===== config.mk =====
export PLATFORM = sky130hd
export DESIGN_NAME = uart_rx
export DESIGN_NICKNAME = d
export VERILOG_FILES = /design/src/rtl/uart_pkg.sv /design/src/rtl/uart_rx_sync.sv /design/src/rtl/uart_rx.sv
export SDC_FILE = /design/constraint.sdc
export NUM_CORES = 1
export LEC_CHECK = 0
export BUFFER_PORTS_ARGS = -buffer_cell sky130_fd_sc_hd__buf_4
export CAP_MARGIN = 30
export CORE_UTILIZATION = 45
export CTS_CLUSTER_SIZE = 16
export DETAILED_ROUTE_END_ITERATION = 16
export SLEW_MARGIN = 0
export SYNTH_ARGS = -nofsm -noshare
export SYNTH_HDL_FRONTEND = slang
export SYNTH_HIERARCHICAL = 1
export SYNTH_SLANG_ARGS = --single-unit

===== constraint.sdc =====
create_clock -name clk -period 1.9 [get_ports clk]
set_input_delay 0.475 -clock clk [delete_from_list [all_inputs] [get_ports clk]]
set_output_delay 0.475 -clock clk [all_outputs]
set_load 0.005 [all_outputs]

===== src/rtl/uart_pkg.sv =====
// Shared UART definitions: receiver state encoding and the baud divisor
// helper also used by the transmitter.
package uart_pkg;

   typedef enum logic [1:0] {
      S_IDLE  = 2'd0,
      S_START = 2'd1,
      S_DATA  = 2'd2,
      S_STOP  = 2'd3
   } rx_state_e;

   function automatic int unsigned cycles_per_bit(
      input int unsigned clk_fre,
      input int unsigned baud
   );
      return (clk_fre * 32'd1_000_000) / baud;
   endfunction

endpackage


===== src/rtl/uart_rx_sync.sv =====
// Two-flop synchronizer with falling-edge detect; all flops idle high
// so a line held low through reset still yields exactly one edge.
module uart_rx_sync (
   input  logic clk,
   input  logic rst_n,
   input  logic async_in,
   output logic sync_out,
   output logic fall
);

   logic s1_q;
   logic s2_q;
   logic prev_q;

   always_ff @(posedge clk or negedge rst_n) begin
      if (!rst_n) begin
         s1_q   <= 1'b1;
         s2_q   <= 1'b1;
         prev_q <= 1'b1;
      end else begin
         s1_q   <= async_in;
         s2_q   <= s1_q;
         prev_q <= s2_q;
      end
   end

   assign sync_out = s2_q;
   assign fall     = prev_q & ~s2_q;

endmodule


===== src/rtl/uart_rx.sv =====
// 8N1 UART receiver, LSB first, mid-bit sampling, valid/ready output
// with framing-error and overrun pulses.
module uart_rx
   import uart_pkg::*;
#(
   parameter int unsigned CLK_FRE   = 27,
   parameter int unsigned BAUD_RATE = 115200
) (
   input  logic       clk,
   input  logic       rst_n,
   input  logic       rx_pin,
   output logic [7:0] rx_data,
   output logic       rx_data_valid,
   input  logic       rx_data_ready,
   output logic       rx_frame_err,
   output logic       rx_overrun
);

   localparam int unsigned CYCLE = cycles_per_bit(CLK_FRE, BAUD_RATE);
   localparam int unsigned HALF  = CYCLE / 2;
   localparam logic [15:0] CYC_END  = 16'(CYCLE - 1);
   localparam logic [15:0] HALF_END = 16'(HALF - 1);

   logic rx_s;
   logic rx_fall;

   uart_rx_sync u_sync (
      .clk      (clk),
      .rst_n    (rst_n),
      .async_in (rx_pin),
      .sync_out (rx_s),
      .fall     (rx_fall)
   );

   rx_state_e   state_q, state_d;
   logic [15:0] cnt_q, cnt_d;
   logic [2:0]  bit_q, bit_d;
   logic [7:0]  shift_q, shift_d;
   logic [7:0]  data_q, data_d;
   logic        valid_q, valid_d;
   logic        ferr_q, ferr_d;
   logic        ovr_q, ovr_d;

   always_ff @(posedge clk or negedge rst_n) begin
      if (!rst_n) begin
         state_q <= S_IDLE;
         cnt_q   <= '0;
         bit_q   <= '0;
         shift_q <= '0;
         data_q  <= '0;
         valid_q <= 1'b0;
         ferr_q  <= 1'b0;
         ovr_q   <= 1'b0;
      end else begin
         state_q <= state_d;
         cnt_q   <= cnt_d;
         bit_q   <= bit_d;
         shift_q <= shift_d;
         data_q  <= data_d;
         valid_q <= valid_d;
         ferr_q  <= ferr_d;
         ovr_q   <= ovr_d;
      end
   end

   always_comb begin
      state_d = state_q;
      cnt_d   = cnt_q + 16'd1;
      bit_d   = bit_q;
      shift_d = shift_q;
      data_d  = data_q;
      valid_d = valid_q;
      ferr_d  = 1'b0;
      ovr_d   = 1'b0;
      if (valid_q && rx_data_ready) valid_d = 1'b0;
      unique case (state_q)
         S_IDLE: begin
            if (rx_fall) begin
               state_d = S_START;
               cnt_d   = '0;
            end
         end
         S_START: begin
            if (cnt_q == HALF_END) begin
               cnt_d   = '0;
               bit_d   = '0;
               state_d = rx_s ? S_IDLE : S_DATA;
            end
         end
         S_DATA: begin
            if (cnt_q == CYC_END) begin
               cnt_d          = '0;
               shift_d[bit_q] = rx_s;
               bit_d          = bit_q + 3'd1;
               if (bit_q == 3'd7) state_d = S_STOP;
            end
         end
         S_STOP: begin
            // Leave at mid-stop so a back-to-back start edge is not missed
            if (cnt_q == CYC_END) begin
               cnt_d   = '0;
               state_d = S_IDLE;
               if (!rx_s) begin
                  ferr_d = 1'b1;
               end else if (!valid_q || rx_data_ready) begin
                  data_d  = shift_q;
                  valid_d = 1'b1;
               end else begin
                  ovr_d = 1'b1;
               end
            end
         end
         default: state_d = S_IDLE;
      endcase
   end

   assign rx_data       = data_q;
   assign rx_data_valid = valid_q;
   assign rx_frame_err  = ferr_q;
   assign rx_overrun    = ovr_q;

endmodule


==> results.yml, run 1 <==
outcome:
  violations: "DRC, setup timing"
  outcome: "finished with violations"
critical_path:
  cp-end-kind: "flop"
  r2r_start: "cnt_q[9]$_DFF_PN0_"
  path_class: "reg -> reg"
  r2r-end: "shift_q[7]$_DFFE_PN0P_"
  r2r_setup_slack_ns: -0.13
  rr_worst_depth: 5
  critPathMaxFanout: 9
  crit_required_ns: 2.08
  worst_ep_arrival_time_ns: 2.21
  cp-start-kind: "flop"
route:
  drt_wl_total_um: 4110
  drtPass1Iterations: 10
  first_iter_violations: 70
  ant_nets: 0
  wl_per_cell_um: 14.7
  vias_per_cell: 5.38
  drc: 4
  num_vias: 1500
synth:
  synthAdderAreaFrac_pct: 2.94
  synthCells: 189
  synth_top_family_by_area: "simple AND/OR/NAND/NOR gates"
  syn-num-nets: 198
  synth_seq_cells: 43
  synth_edf_count: 0
  seq_area_frac_synth_pct: 50.8
  synth_area_um2: 2120
  synthArstFlopShare_pct: 100
  syn_avg_cell_area_um2: 11.2
  synth_mux_area_share_pct: 9.89
  yosysUniqueCellTypes: 37
  synthSimpleGateAreaFrac_pct: 24.7
  dominantRegCellSynth: "dfrtp_1"
  synth-xor-area-share_pct: 5.77
  synth_compound_area_share_pct: 3.06
  yosysWarningCount: 6
cells_and_area:
  antenna_cells: 0
  post_route_cells_drive_above_1_share_pct: 38.3
  fin_nets: 235
  n_fill_cell: 363
  syn2layout_area_growth_pct: 25.6
  final_cells: 279
timing:
  slew_violations: 0
  fin_skew_ns: 0.0103
  rsz0062_at_grt: "yes"
  max_freq_ghz: 0.493
  finalSetupViolations: 37
  setup_ws_ns: -0.130
  max-slew-margin-rel_pct: 64.7
  layout_min_cycle_time_ns: 2.03
  worstMarginPinSlew_ns: 0.530
  finalHoldViolations: 0
  tns_ns: -3.54
  fin_crit_sh_pct: 107
placed_design:
  place_hpwl_um: 2840
  numPortBuffers: 14
  dp.cells: 269
  place_congestion: 0.832
floorplanning:
  start_util_pct: 47.8
  io_pins: 15
  fp.dieH_um: 70.7
  core_area_um2: 4440
  die_w_um: 70.7
  die_area_um2: 5000
  row_count: 24
clock_tree:
  clkSinkCount: 43
  root_buffer: "clkbuf_8"
  cts_max_level: 2
  ctsHoldBuffers: 0
  cts_buffers: 5
  insertion_delay_ns: 0.30
  cts_buffer_depth: 2
  cts_tree: "built"
  clk_pin_slew_worst_paths_ns: 0.09
power_and_ir_drop:
  ir_drop_mv: 0.587
  total_power_mw: 2.35
  power_density_nw_per_um2: 879
  p_leak_nw: 1.20
global_routing:
  gr-total-overflow: 0
  track_usage_pct: 18.3
  grt_pass1_vias: 1586
  grt_max_degree: 44
  antenna_found_initial: 0
  grt_pass1_wl_um: 7210
hold_path:
  hold_path.class: "in -> async"
flow_run:
  cap_violations: 0
how the worst max path moves through the flow:
stage          slack (ns)                     end                 from  cells past startpoint
2_1_floorplan       -0.14      cnt_q[0]$_DFF_PN0_  cnt_q[15]$_DFF_PN0_                      5
3_3_place_gp        -0.13    bit_q[1]$_DFFE_PN0P_   cnt_q[1]$_DFF_PN0_                      6
3_5_place_dp        -0.21    bit_q[2]$_DFFE_PN0P_   cnt_q[1]$_DFF_PN0_                      6
4_1_cts             -0.17  shift_q[7]$_DFFE_PN0P_  cnt_q[12]$_DFF_PN0_                      5
5_1_grt             -0.21  shift_q[7]$_DFFE_PN0P_   cnt_q[9]$_DFF_PN0_                      5
6_report            -0.13  shift_q[7]$_DFFE_PN0P_   cnt_q[9]$_DFF_PN0_                      5
registers in the layout, indices dropped and copies added, names as in the netlist, named ones only:
register,cells
u_sync/s1_q,1
cnt_q,16
rx_overrun,1
rx_data,8
shift_q,8
rx_frame_err,1
state_q,1
rx_data_valid,1
u_sync/prev_q,1
u_sync/sync_out,1
bit_q,3
metrics by stage:
stage / hold slack, ns / utilization, % / cell area (µm²) / worst slack [ns]
2_1_floorplan: 0.179 / - / 2150 / -0.138
3_3_place_gp: 0.346 / 55.3 / 2460 / -0.128
3_5_place_dp: 0.347 / 55.3 / 2460 / -0.213
4_1_cts: 0.178 / 59.6 / 2650 / -0.167
5_1_grt: 0.205 / 60.0 / 2670 / -0.211
6_report: 0.154 / 60.0 / 2670 / -0.130
what timing repair did:
item,4_1_cts,5_1_grt
buffers inserted,1,1
gates resized for setup,11,3
pin swaps,3,3
endpoints found under the setup margin,39,40
Yosys cell counts (2+ instances only):
| library cell | n | area (µm²) |
|---|---|---|
| clkbuf_1 | 6 | 22.5 |
| xnor2_1 | 13 | 114 |
| mux2i_1 | 3 | 30.0 |
| nor2b_1 | 5 | 31.3 |
| nor3_1 | 4 | 20.0 |
| or4_1 | 2 | 15.0 |
| dfstp_2 | 3 | 78.8 |
| nor4_4 | 2 | 42.5 |
| a21oi_1 | 3 | 15.0 |
| or4_4 | 3 | 33.8 |
| nand3_1 | 13 | 65.1 |
| ha_1 | 5 | 62.6 |
| inv_1 | 5 | 18.8 |
| dfrtp_1 | 40 | 1000 |
| nor4_1 | 5 | 31.3 |
| mux2_2 | 16 | 180 |
| nand4_1 | 6 | 37.5 |
| nand2_1 | 8 | 30.0 |
| nor2_1 | 26 | 97.6 |
| nand2b_1 | 3 | 18.8 |
| nand4b_1 | 2 | 17.5 |
power breakdown:
part / total (mW) / switching, mW / internal (mW)
logic: 0.453 / 0.221 / 0.232
clock network: 0.849 / 0.325 / 0.524
registers: 1.04 / 0.0651 / 0.978
critical path, cell delays in order (launching register included):
cell and delay (ns):
dfrtp_1 0.39, or4_4 0.61, nor4_4 0.33, buf_6 0.19
nand4_1 0.11, mux2_2 0.29
cell families after synthesis:
logic type	count (synthesis)
XOR/XNOR	14
AO/OA/AOI/OAI	7
adder cells (fa/ha/maj)	5
AND/OR/NAND/NOR	88
flip-flops	43
buffers and inverters	13
multiplexers	19
cell type report:
class	count	area (µm²)	share of cell area (%)
well taps	52	65.1	2.44
multi-input cells	133	1060	39.8
clock inverters	3	67.6	2.53
repair buffers	38	305	11.4
inverters	5	18.8	0.704
clock buffers	5	68.8	2.58
flip-flops and latches	43	1080	40.5
per-layer routing:
layer  wire length [µm]  vias to the layer above  GRT usage, %
li1                   -                      740             -
met1               1810                      737          22.0
met2               2150                       17          33.0
met3                 92                        6          2.99
met4                 59                        0          6.89
met5                  0                        -             0
placed cells by master (no fill, tap or decap), drive strengths merged:
cell type  count
dfrtp         40
bufinv         2
nand4          6
nor2b          6
xor2           1
ha             5
a21oi          3
inv            5
dfstp          3
xnor2         13
nand3         14
nand3b         1
nor4           7
or4bb          1
clkinvlp       1
nand2b         3
nor3b          1
clkbuf         5
o21a           1
nor2          26
and3b          1
o211ai         1
nand4b         2
nor3           4
and3           1
mux2          16
or4b           1
or4            5
mux2i          3
buf           38
nand2          8
a2bb2oi        2
or3b           1
No activity file was read; power rests on OpenSTA's default activity.
==> run 2: changes to the inputs <==
CORE_UTILIZATION = 44   (was 45)
CTS_CLUSTER_DIAMETER = 100   (was unset)
==> results.yml, run 2 (synthesized netlist as in run 1, its figures left out) <==
power_and_ir_drop:
  power_density_nw_per_um2: 837
  seqPwrFrac_pct: 47.0
  p_switching_uw: 639
  p_comb_share_pct: 24.4
  p_leak_nw: 1.21
  total_power_mw: 2.23
  cell_internal_pwr_mw: 1.60
  p_clk_share_pct: 28.6
  ir_drop_mv: 0.651
  power_switching_share_pct: 28.6
clock_tree:
  cts_buffers: 5
  cts_buffer_depth: 2
  root_buffer: "clkbuf_8"
  insertion_delay_ns: 0.30
  clk_pin_slew_worst_paths_ns: 0.08
  clkSinkCount: 43
  cts_tree: "built"
  cts_max_level: 2
timing:
  fin_skew_ns: 0.00865
  finalHoldViolations: 0
  worstMarginPinSlew_ns: 0.538
  max-slew-margin-rel_pct: 64.1
  setup_ws_ns: -0.200
  slew_violations: 0
  finalSetupViolations: 37
  rsz0062_at_grt: "yes"
  layout_min_cycle_time_ns: 2.10
  max_freq_ghz: 0.476
  fin_crit_sh_pct: 111
route:
  first_iter_violations: 94
  drc: 0
  drtPass1Iterations: 4
  ant_nets: 0
  drt_wl_total_um: 4400
  num_vias: 1520
  vias_per_cell: 5.39
  wl_per_cell_um: 15.6
cells_and_area:
  post_route_cells_drive_above_1_share_pct: 39.1
  final_common_cell: "dfrtp_1"
  fin_area_um2: 2670
  layout_common_cells: "dfrtp_1, buf_4, nor2_1"
  fin_util_pct: 59.3
  antenna_cells: 0
  syn2layout_area_growth_pct: 25.7
  fin_nets: 238
  regMostFlops: "cnt_q"
  largest_register_ffs: 16
critical_path:
  r2r_start: "cnt_q[1]$_DFF_PN0_"
  r2r-end: "rx_data[6]$_DFFE_PN0P_"
  crit_required_ns: 2.08
  critPathMaxFanout: 8
  r2r_setup_slack_ns: -0.20
  cp-start-kind: "flop"
  worst_ep_arrival_time_ns: 2.28
  cp-end-kind: "flop"
  rr_worst_depth: 7
  path_class: "reg -> reg"
global_routing:
  grt_pass1_vias: 1590
  antenna_found_initial: 0
  grt_max_degree: 44
  grt_pass1_wl_um: 7560
  gr-total-overflow: 0
  track_usage_pct: 19.4
placed_design:
  place_hpwl_um: 2970
  place_area_um2: 2450
  place_congestion: 0.765
  numPortBuffers: 14
floorplanning:
  fp.dieH_um: 71.5
  row_count: 24
  die_w_um: 71.5
  die_area_um2: 5110
  io_pins: 15
  start_util_pct: 47.2
  core_area_um2: 4500
outcome:
  violations: "setup timing"
  outcome: "finished with violations"
hold_path:
  hold_path.class: "in -> async"
flow_run:
  cap_violations: 0
-- run 2: cell types whose count changed in the layout (fill, tap and decap cells not counted), sizes merged --
| cell | change |
|---|---|
| buf | +3 |
| bufinv | -2 |
| clkbuf | +2 |
-- run 2: how the worst max path moves through the flow --
stage               slack [ns]  depth (start not counted)                 from                endpoint
finish                   -0.20                          7   cnt_q[1]$_DFF_PN0_  rx_data[6]$_DFFE_PN0P_
detailed placement       -0.28                          6   cnt_q[1]$_DFF_PN0_    bit_q[1]$_DFFE_PN0P_
global placement         -0.23                          6   cnt_q[1]$_DFF_PN0_    bit_q[1]$_DFFE_PN0P_
floorplan                -0.14                          5  cnt_q[15]$_DFF_PN0_      cnt_q[0]$_DFF_PN0_
CTS                      -0.17                          8   cnt_q[1]$_DFF_PN0_  shift_q[6]$_DFFE_PN0P_
global route             -0.27                          7   cnt_q[1]$_DFF_PN0_  rx_data[0]$_DFFE_PN0P_
-- run 2: routing by layer --
metal	GRT usage (%)	up-vias	share of wire [%]
li1	-	739	-
met1	26.3	748	48
met2	30.7	24	48
met3	4.36	9	2.4
met4	7.41	0	1.9
met5	0	-	0
-- run 2: layout make-up --
type | instances | area, µm²
clock buffers | 7 | 96.3
clock inverters | 1 | 7.51
fillers | 378 | 1830
inverters | 5 | 18.8
multi-input cells | 133 | 1070
flip-flops and latches | 43 | 1080
well taps | 52 | 65.1
repair buffers | 41 | 337
-- run 2: power groups by stage --
stage,combinational (mW),clock [mW],sequential (mW)
final,0.546,0.639,1.05
after global routing,0.599,0.688,1.05
after CTS,0.512,0.658,1.04
after detailed placement,0.440,0,1.05
after global placement,0.417,0,1.05
after floorplan,0.243,0,1.05
-- run 2: what timing repair did --
action                                  CTS  global route
endpoints found under the setup margin   37            38
gates resized for setup                   9             5
pin swaps                                 4             5
buffers inserted                          4             4
hold buffers                              0             0
endpoints found under the hold margin     0             0
-- run 2: critical path: stages (launching register included) --
cell and delay, ns:
dfrtp_1 0.39, inv_2 0.08, ha_4 0.14, buf_6 0.09, or3b_4 0.38, nor4_4 0.36
nand3_4 0.20, mux2_4 0.33
-- run 2: per-stage QoR --
step	setup TNS (ns)	setup WS, ns	std cells	hold slack (ns)
3_5_place_dp	-5.78	-0.279	266	0.357
6_report	-4.86	-0.200	282	0.163
4_1_cts	-4.55	-0.173	278	0.177
2_1_floorplan	-2.68	-0.138	189	0.179
3_3_place_gp	-4.34	-0.228	266	0.360
5_1_grt	-7.52	-0.272	282	0.205
==> run 3: changes to the inputs <==
ABC_CLOCK_PERIOD_IN_PS = 1900   (was unset)
PLACE_DENSITY_LB_ADDON = 0.15   (was unset)
==> results.yml, run 3 (synthesized netlist as in run 1, its figures left out) <==
critical_path:
  r2r-end: "shift_q[6]$_DFFE_PN0P_"
  rr_worst_depth: 5
  r2r_setup_slack_ns: -0.16
  cp-end-kind: "flop"
  slowest_stage: "or4_4"
  worst_ep_arrival_time_ns: 2.23
  r2r_start: "cnt_q[15]$_DFF_PN0_"
  cp-start-kind: "flop"
  path_cells: "or4_4, nor4_4, buf_12, nand4_1, mux2_2"
  path_class: "reg -> reg"
  slowest_delay_ns: 0.59
  critPathMaxFanout: 11
  crit_required_ns: 2.08
route:
  first_iter_violations: 99
  ant_nets: 0
  num_vias: 1499
  vias_per_cell: 5.43
  drc: 0
  wl_per_cell_um: 15.0
  drtPass1Iterations: 4
  drt_wl_total_um: 4130
clock_tree:
  cts_max_level: 2
  cts_buffers: 5
  clk_pin_slew_worst_paths_ns: 0.08
  ctsHoldBuffers: 0
  cts_buffer_depth: 2
  clkSinkCount: 43
  insertion_delay_ns: 0.29
  root_buffer: "clkbuf_8"
  cts_tree: "built"
flow_run:
  cap_violations: 0
timing:
  tns_ns: -3.57
  worstMarginPinSlew_ns: 0.535
  fin_skew_ns: 0.00971
  max_freq_ghz: 0.486
  layout_min_cycle_time_ns: 2.06
  setup_ws_ns: -0.157
  max-slew-margin-rel_pct: 64.4
  finalSetupViolations: 37
  finalHoldViolations: 0
  slew_violations: 0
  fin_crit_sh_pct: 108
  rsz0062_at_grt: "yes"
power_and_ir_drop:
  cell_internal_pwr_mw: 1.49
  p_clk_share_pct: 26.6
  p_comb_share_pct: 24.2
  seqPwrFrac_pct: 49.1
  ir_drop_mv: 0.642
  power_density_nw_per_um2: 814
  p_leak_nw: 1.16
  total_power_mw: 2.12
  power_switching_share_pct: 29.8
  p_switching_uw: 631
cells_and_area:
  final_common_cell: "dfrtp_1"
  seq_area_um2: 1080
  multiInputGateArea_um2: 1060
  layout_common_cells: "dfrtp_1, buf_4, nor2_1"
  regMostFlops: "cnt_q"
  syn2layout_area_growth_pct: 22.4
  n_fill_cell: 376
  post_route_cells_drive_above_1_share_pct: 36.6
  fin_area_um2: 2600
  antenna_cells: 0
  largest_register_ffs: 16
  fin_nets: 232
floorplanning:
  start_util_pct: 47.2
  fp.dieH_um: 71.5
  row_count: 24
  die_area_um2: 5110
  io_pins: 15
  core_area_um2: 4500
  die_w_um: 71.5
placed_design:
  numPortBuffers: 14
  place_area_um2: 2450
  place_hpwl_um: 2910
  place_congestion: 0.793
global_routing:
  gr-total-overflow: 0
  grt_max_degree: 44
  grt_pass1_vias: 1541
  antenna_found_initial: 0
  track_usage_pct: 18.0
  grt_pass1_wl_um: 7090
outcome:
  outcome: "finished with violations"
  violations: "setup timing"
hold_path:
  hold_path.class: "in -> async"
-- run 3: layer usage --
layer | track usage, % | up-vias | wire length [µm]
met5 | 0 | - | 0
met4 | 5.01 | 0 | 36
met3 | 5.34 | 6 | 150
met2 | 29.4 | 22 | 1990
met1 | 23.5 | 743 | 1950
li1 | - | 728 | -
-- run 3: layout make-up --
class / instances / area share (%)
multi-input combinational: 133 / 40.9
tap: 52 / 2.50
timing repair buffer: 35 / 11.1
clock buffer: 6 / 2.79
clock inverter: 2 / 0.481
inverter: 5 / 0.722
sequential: 43 / 41.5
-- run 3: worst max-delay path by stage --
stage	from	endpoint	slack (ns)
after CTS	cnt_q[15]$_DFF_PN0_	cnt_q[15]$_DFF_PN0_	-0.16
after global routing	cnt_q[15]$_DFF_PN0_	shift_q[6]$_DFFE_PN0P_	-0.21
after detailed placement	cnt_q[1]$_DFF_PN0_	bit_q[1]$_DFFE_PN0P_	-0.27
after global placement	cnt_q[1]$_DFF_PN0_	bit_q[1]$_DFFE_PN0P_	-0.20
final	cnt_q[15]$_DFF_PN0_	shift_q[6]$_DFFE_PN0P_	-0.16
after floorplan	cnt_q[15]$_DFF_PN0_	cnt_q[0]$_DFF_PN0_	-0.14
-- run 3: power groups by stage --
stage | registers [mW] | clock network (mW) | logic (mW)
6_report | 1.04 | 0.564 | 0.513
5_1_grt | 1.05 | 0.633 | 0.562
4_1_cts | 1.04 | 0.587 | 0.476
3_5_place_dp | 1.05 | 0 | 0.443
2_1_floorplan | 1.05 | 0 | 0.243
3_3_place_gp | 1.04 | 0 | 0.415
-- run 3: through the flow --
stage	setup slack [ns]	utilization [%]	std cells	hold WS [ns]
2_1_floorplan	-0.138	-	189	0.179
3_3_place_gp	-0.205	54.3	266	0.353
3_5_place_dp	-0.275	54.3	266	0.348
4_1_cts	-0.160	57.3	276	0.180
5_1_grt	-0.214	57.8	276	0.187
6_report	-0.157	57.8	276	0.149
-- run 3: timing repair --
action	4_1_cts	5_1_grt
gates resized for setup	7	4
setup buffers	2	0
endpoints found under the setup margin	37	37
gates cloned	0	0
pin swaps	2	1
-- run 3: critical path, delay by kind of cell (launching register included) --
family / cells / cell delay, ns
flip-flops: 1 / 0.39
AND/OR/NAND/NOR: 3 / 1.07
buffers and inverters: 1 / 0.18
multiplexers: 1 / 0.30
